$ cat src/rtl/hazard_pkg.sv
`default_nettype none
// ----------------------------------------------------------------------------
// hazard_pkg : shared types for the decode-stage interlock controller.
// Rev 1.0
// ----------------------------------------------------------------------------
package hazard_pkg;

  localparam int REG_W    = 3;
  localparam int N_STAGES = 3;
  localparam int EX_IDX   = 0;
  localparam int MEM_IDX  = 1;
  localparam int WB_IDX   = 2;

  typedef enum logic [1:0] {
    ST_RUN    = 2'd0,
    ST_DRAIN  = 2'd1,
    ST_HALTED = 2'd2
  } state_e;

  typedef struct packed {
    logic             vld;
    logic [REG_W-1:0] dest;
    logic             ld;
  } inflight_t;

endpackage
`default_nettype wire

$ cat src/rtl/hazard_match.sv
`default_nettype none
// ----------------------------------------------------------------------------
// hazard_match : compares one in-flight write against the decode Rs/Rt selects.
// Rev 1.0
// ----------------------------------------------------------------------------
module hazard_match
  import hazard_pkg::*;
(
  input  inflight_t        entry_i,
  input  logic [REG_W-1:0] rs_sel_i,
  input  logic             rs_chk_i,
  input  logic [REG_W-1:0] rt_sel_i,
  input  logic             rt_chk_i,
  output logic             rs_hit_o,
  output logic             rt_hit_o
);

  assign rs_hit_o = entry_i.vld & rs_chk_i & (entry_i.dest == rs_sel_i);
  assign rt_hit_o = entry_i.vld & rt_chk_i & (entry_i.dest == rt_sel_i);

endmodule
`default_nettype wire

$ cat src/rtl/hazard_ctrl.sv
`default_nettype none
// ----------------------------------------------------------------------------
// hazard_ctrl : decode-stage interlock (stall / bubble / flush / halt drain).
// Optional macro FORWARD_EN selects the forwarding-aware hazard rule. Rev 1.0
// ----------------------------------------------------------------------------
module hazard_ctrl
  import hazard_pkg::*;
#(
  parameter int STALL_LIMIT = 15,
  parameter int CNT_W       = 4
) (
  input  logic             clk_i,
  input  logic             rst_ni,
  input  logic             id_valid_i,
  input  logic [REG_W-1:0] id_rs_sel_i,
  input  logic             id_rs_used_i,
  input  logic [REG_W-1:0] id_rt_sel_i,
  input  logic             id_rt_used_i,
  input  logic             id_reg_write_i,
  input  logic [REG_W-1:0] id_dest_i,
  input  logic             id_mem_read_i,
  input  logic             id_branch_i,
  input  logic             id_jump_taken_i,
  input  logic             id_halt_i,
  input  logic             mem_stall_i,
  output logic             stall_fetch_o,
  output logic             stall_decode_o,
  output logic             bubble_ex_o,
  output logic             flush_fetch_o,
  output logic             halted_o,
  output logic             err_o
);

  state_e           state_q;
  inflight_t        tbl_q [N_STAGES];
  inflight_t        ex_d;
  logic [CNT_W-1:0] cnt_q, cnt_d;
  logic             halted_q, err_q;

  logic       rs_chk, rt_chk, haz, run, issue, drained, err_set;
  logic       stall_fetch, stall_decode, bubble_ex, flush_fetch;
  logic [1:0] rs_hit, rt_hit;
  logic       unused_ok;

  // Branches consume Rs in decode even when the ALU does not read it.
  assign rs_chk = id_valid_i & (id_rs_used_i | id_branch_i);
  assign rt_chk = id_valid_i & id_rt_used_i;

  for (genvar s = 0; s < 2; s++) begin : g_match
    hazard_match u_match (
      .entry_i  (tbl_q[s]),
      .rs_sel_i (id_rs_sel_i),
      .rs_chk_i (rs_chk),
      .rt_sel_i (id_rt_sel_i),
      .rt_chk_i (rt_chk),
      .rs_hit_o (rs_hit[s]),
      .rt_hit_o (rt_hit[s])
    );
  end

`ifdef FORWARD_EN
  assign haz = (tbl_q[EX_IDX].ld & (rs_hit[EX_IDX] | rt_hit[EX_IDX]))
             | (id_branch_i & (rs_hit[EX_IDX] | (tbl_q[MEM_IDX].ld & rs_hit[MEM_IDX])));
`else
  assign haz = rs_hit[EX_IDX] | rt_hit[EX_IDX] | rs_hit[MEM_IDX] | rt_hit[MEM_IDX];
`endif

  assign unused_ok = ^{tbl_q[WB_IDX].dest, tbl_q[WB_IDX].ld, tbl_q[MEM_IDX].ld, rt_hit[MEM_IDX]};

  assign run          = (state_q == ST_RUN);
  assign issue        = run & id_valid_i & ~haz & ~mem_stall_i;
  assign drained      = ~tbl_q[EX_IDX].vld & ~tbl_q[MEM_IDX].vld & ~tbl_q[WB_IDX].vld;
  assign stall_fetch  = haz | mem_stall_i | ~run;
  assign stall_decode = haz | mem_stall_i;
  assign bubble_ex    = (haz & ~mem_stall_i) | (state_q == ST_DRAIN);
  assign flush_fetch  = run & id_valid_i & id_jump_taken_i & ~haz & ~mem_stall_i;

  always_comb begin
    ex_d = '0;
    if (issue) begin
      ex_d.vld  = id_reg_write_i;
      ex_d.dest = id_dest_i;
      ex_d.ld   = id_mem_read_i;
    end
    cnt_d = '0;
    if (run && stall_fetch) begin
      cnt_d = (cnt_q == '1) ? cnt_q : cnt_q + CNT_W'(1);
    end
  end

  assign err_set = (cnt_d >= CNT_W'(STALL_LIMIT))
                 | (id_valid_i & id_halt_i & id_jump_taken_i);

  always_ff @(posedge clk_i or negedge rst_ni) begin
    if (!rst_ni) begin
      state_q  <= ST_RUN;
      for (int i = 0; i < N_STAGES; i++) tbl_q[i] <= '0;
      cnt_q    <= '0;
      halted_q <= 1'b0;
      err_q    <= 1'b0;
    end else begin
      if (!mem_stall_i) begin
        tbl_q[WB_IDX]  <= tbl_q[MEM_IDX];
        tbl_q[MEM_IDX] <= tbl_q[EX_IDX];
        tbl_q[EX_IDX]  <= ex_d;
      end
      cnt_q <= cnt_d;
      if (err_set) err_q <= 1'b1;
      case (state_q)
        ST_RUN:    if (issue && id_halt_i) state_q <= ST_DRAIN;
        ST_DRAIN:  if (drained) begin
                     state_q  <= ST_HALTED;
                     halted_q <= 1'b1;
                   end
        ST_HALTED: halted_q <= 1'b1;
        default:   state_q <= ST_RUN;
      endcase
    end
  end

  // Combinational controls are forced low while reset is held.
  assign stall_fetch_o  = rst_ni & stall_fetch;
  assign stall_decode_o = rst_ni & stall_decode;
  assign bubble_ex_o    = rst_ni & bubble_ex;
  assign flush_fetch_o  = rst_ni & flush_fetch;
  assign halted_o       = halted_q;
  assign err_o          = err_q;

endmodule
`default_nettype wire

$ cat config.mk
export PLATFORM = sky130hd
export DESIGN_NAME = hazard_ctrl
export DESIGN_NICKNAME = d
export VERILOG_FILES = /design/src/rtl/hazard_pkg.sv /design/src/rtl/hazard_match.sv /design/src/rtl/hazard_ctrl.sv
export SDC_FILE = /design/constraint.sdc
export NUM_CORES = 1
export LEC_CHECK = 0
export ABC_CLOCK_PERIOD_IN_PS = 2200
export CAP_MARGIN = 20
export CORE_MARGIN = 1
export CORE_UTILIZATION = 50
export CTS_CLUSTER_SIZE = 20
export DETAILED_ROUTE_END_ITERATION = 10
export PLACE_DENSITY_LB_ADDON = 0.05
export SLEW_MARGIN = 40
export SYNTH_ARGS = -nofsm -noshare
export SYNTH_HDL_FRONTEND = slang
export SYNTH_SLANG_ARGS = --single-unit
$ cat constraint.sdc
create_clock -name clk_i -period 2.2 [get_ports clk_i]
set_input_delay 0.33 -clock clk_i [delete_from_list [all_inputs] [get_ports clk_i]]
set_output_delay 0.33 -clock clk_i [all_outputs]
set_load 0.1 [all_outputs]
==> impl_results.md <==
- Remaining DRCs: 0
- Syn Inst Count: 88
- Largest area contributor in the synthesized netlist: dfrtp_1
- P_leak: 0.604 nW
- Grt ovf: 0
- Clock Skew: 0.00183 ns
- Core Region: 1760 sq um
- Vias: 812
- Setup crit end kind: output pin
- Die area: between 2000 and 2500 sq um
- Crit Path Max Fanout: 5
- Setup CP Type: register to output pin
- Most frequent cells in the layout: 16 x dfrtp_1, 12 x xnor2_1, 12 x clkdlybuf4s50_1, 12 x buf_4
- Final wirelength: 2.13 mm
- Sequential cell area: 427 sq um
- Overall global routing resource usage: 23.9%
- CTS tree: done
- Yosys reg bits: 17
- Drt first-iter violations: 6
- Clock buffer count from CTS: 3
- Avg Cell Area, Syn: between 10 and 15 sq um
- Slew margin rel.: between 80% and 90%
- Vias in the first global route: 791
- Fillers: 122
- Largest net degree at the start of global routing: 12
- Clock slew at reported path FFs: about 0.1 ns
- Final hold vios: 0
- Place WS: -0.0419 ns
- Floorplan row count: 15
- Layout cells sized above 1: 31.7%
- Sequential area share after synthesis: 43.9%
- Top post-synthesis cells by area: dfrtp_1 44%, xnor2_1 13%, mux2_2 5.8%
- Synth top area share: 43.9%
- Antenna cells: 0
- Setup violators final: 0
- Area delta synth->final: 46.4%
- Setup crit start kind: register
- Post-CTS Setup Bufs: 0
- Final Instance Area: 1420 sq um
- Tightest Hold Check Type: input pin to async pin
- Root Driver: clkbuf_4
- CTS max path bufs: 2
- # Max-Cap Violations: 0
- Post-DP HPWL: 1.71 mm
- # port buffers: 24
- Placed cell area: 1370 sq um
- 1st-pass router iterations: 4
- Die Ht: 46.0 um
- Yosys warnings: 0
- Initial antenna violation count: 0
- RSZ-0062 raised after global routing: yes
- Max VDD drop: 0.000666 V
- Post-route antenna net violation count: 0
- Post-layout min period: 2.17 ns
- P per Cell Area: a little over 700 nW/um^2
- Max Fclk: 461 MHz
- Worst Max-Slew Pin Slew: 0.286 ns
- Fin nets: roughly 150
- Tcrit/Tclk final: 98.7%
- Hold buffers post-CTS: 0
- Global-route wire length before repair: 3.48 mm
- Distinct cells, synth: 31
- IO Count: 26
- Multi-input gate area: 571 sq um
- Chip Width: 46.0 um
- Starting Density: 54.9%
- Worst Path Arrival: 1.84 ns
- Worst hold margin: roughly 0.45 ns
- Vias per cell: approximately 5.5
- Drt wl/cell: ~14 um
- Post-route setup slack: 0.0295 ns
- Syn Std Cell Area: 968 sq um
- Clock latency on the worst-skew pair: between 0.2 and 0.3 ns
- Status: completed
- Htree depth: 1
- Commonest non-fill, non-tap cell in the layout: dfrtp_1
- Clk sinks: 17
- Post-synth net total: roughly 110
- CP Data Required Time: ~1.9 ns
- Routability cong.: approximately 0.83
- Fin. max-slew vios: 0
## kinds of logic after synthesis
logic type,count (synthesis),synth area share (%)
flip-flops,17,43.9
multiplexers,6,6.85
buffers and inverters,5,2.07
adder cells (fa/ha/maj),1,1.29
AO/OA/AOI/OAI,18,18.0
AND/OR/NAND/NOR,27,15.2
XOR/XNOR,14,12.7
## final cells by class
type                       instances  area share (%)
multi-input combinational         66            40.2
sequential                        17            30.1
timing repair buffer              34            25.0
tap                               25            2.21
clock buffer                       3            1.59
inverter                           2           0.530
clock inverter                     1           0.353
## per-layer routing
metal  track usage (%)  wire length (um)  share of wire (%)
met4              10.0                13               0.61
met1              27.2               888                 42
met3              3.97                45                2.1
met5                 0                 0                  0
met2              43.4              1190                 56
## critical path, cell delays in order, from the launching register on
cell	delay, ns
dfrtp_1	0.43
xnor2_1	0.19
nand4_1	0.13
a21oi_2	0.23
a31oi_4	0.09
o31ai_4	0.26
buf_12	0.21
## repair_timing
item | CTS | global route
gates cloned | 0 | 0
pin swaps | 2 | 5
endpoints found under the setup margin | 3 | 3
gates resized for setup | 4 | 6
## state kept, by name, summed over array words and instances, names as in the netlist
name and cells:
tbl_q 9, cnt_q 4, state_q 2, err_o 1, halted_o 1
## power by group
| group | leakage, nW | internal (mW) | switching [mW] |
|---|---|---|---|
| registers | 0.217 | 0.368 | 0.0667 |
| clock network | 0.0177 | 0.0676 | 0.0974 |
| logic | 0.370 | 0.195 | 0.203 |
## metrics by stage
stage	cells	util [%]	power (mW)	TNS [ns]
after floorplan	88	-	0.682	-0.00719
after global placement	144	77.4	0.813	-0.00225
after detailed placement	144	77.4	0.830	-0.0832
after CTS	148	79.0	1.00	0
after global routing	148	80.4	1.06	-0.150
final	148	80.4	0.998	0
## worst paths after layout
| kind | depth (start not counted) | start | slack (ns) | endpoint |
|---|---|---|---|---|
| worst max register to register | 7 | tbl_q[12]$_DFFE_PN0N_ | 0.49 | cnt_q[3]$_DFF_PN0_ |
| min in group clk_i | 1 | halted_o$_DFFE_PN0P_ | 0.48 | halted_o$_DFFE_PN0P_ |
| max in group asynchronous | 2 | rst_ni | 1.59 | tbl_q[11]$_DFFE_PN0N_ |
| worst min register to register | 1 | halted_o$_DFFE_PN0P_ | 0.48 | halted_o$_DFFE_PN0P_ |
| worst min-delay path | 2 | rst_ni | 0.45 | err_o$_DFFE_PN0P_ |
| worst max-delay path | 6 | tbl_q[12]$_DFFE_PN0N_ | 0.03 | bubble_ex_o |
## synthesized netlist by cell type (all sizes together)
cell type and instances:
dfrtp 17, xnor2 14, mux2 5, nand4 5, a32o 4, nand2 4, nor3 4, o21ai 4
a31oi 3, nor2 3, a21oi 2, and3 2, clkbuf 2, inv 2, nand3 2, nor2b 2
o31ai 2, or2 2, a2111oi 1, a311oi 1, a41o 1, and2 1, buf 1, ha 1
mux2i 1, nand2b 1, nand3b 1
No activity file was read; power rests on OpenSTA's default activity.
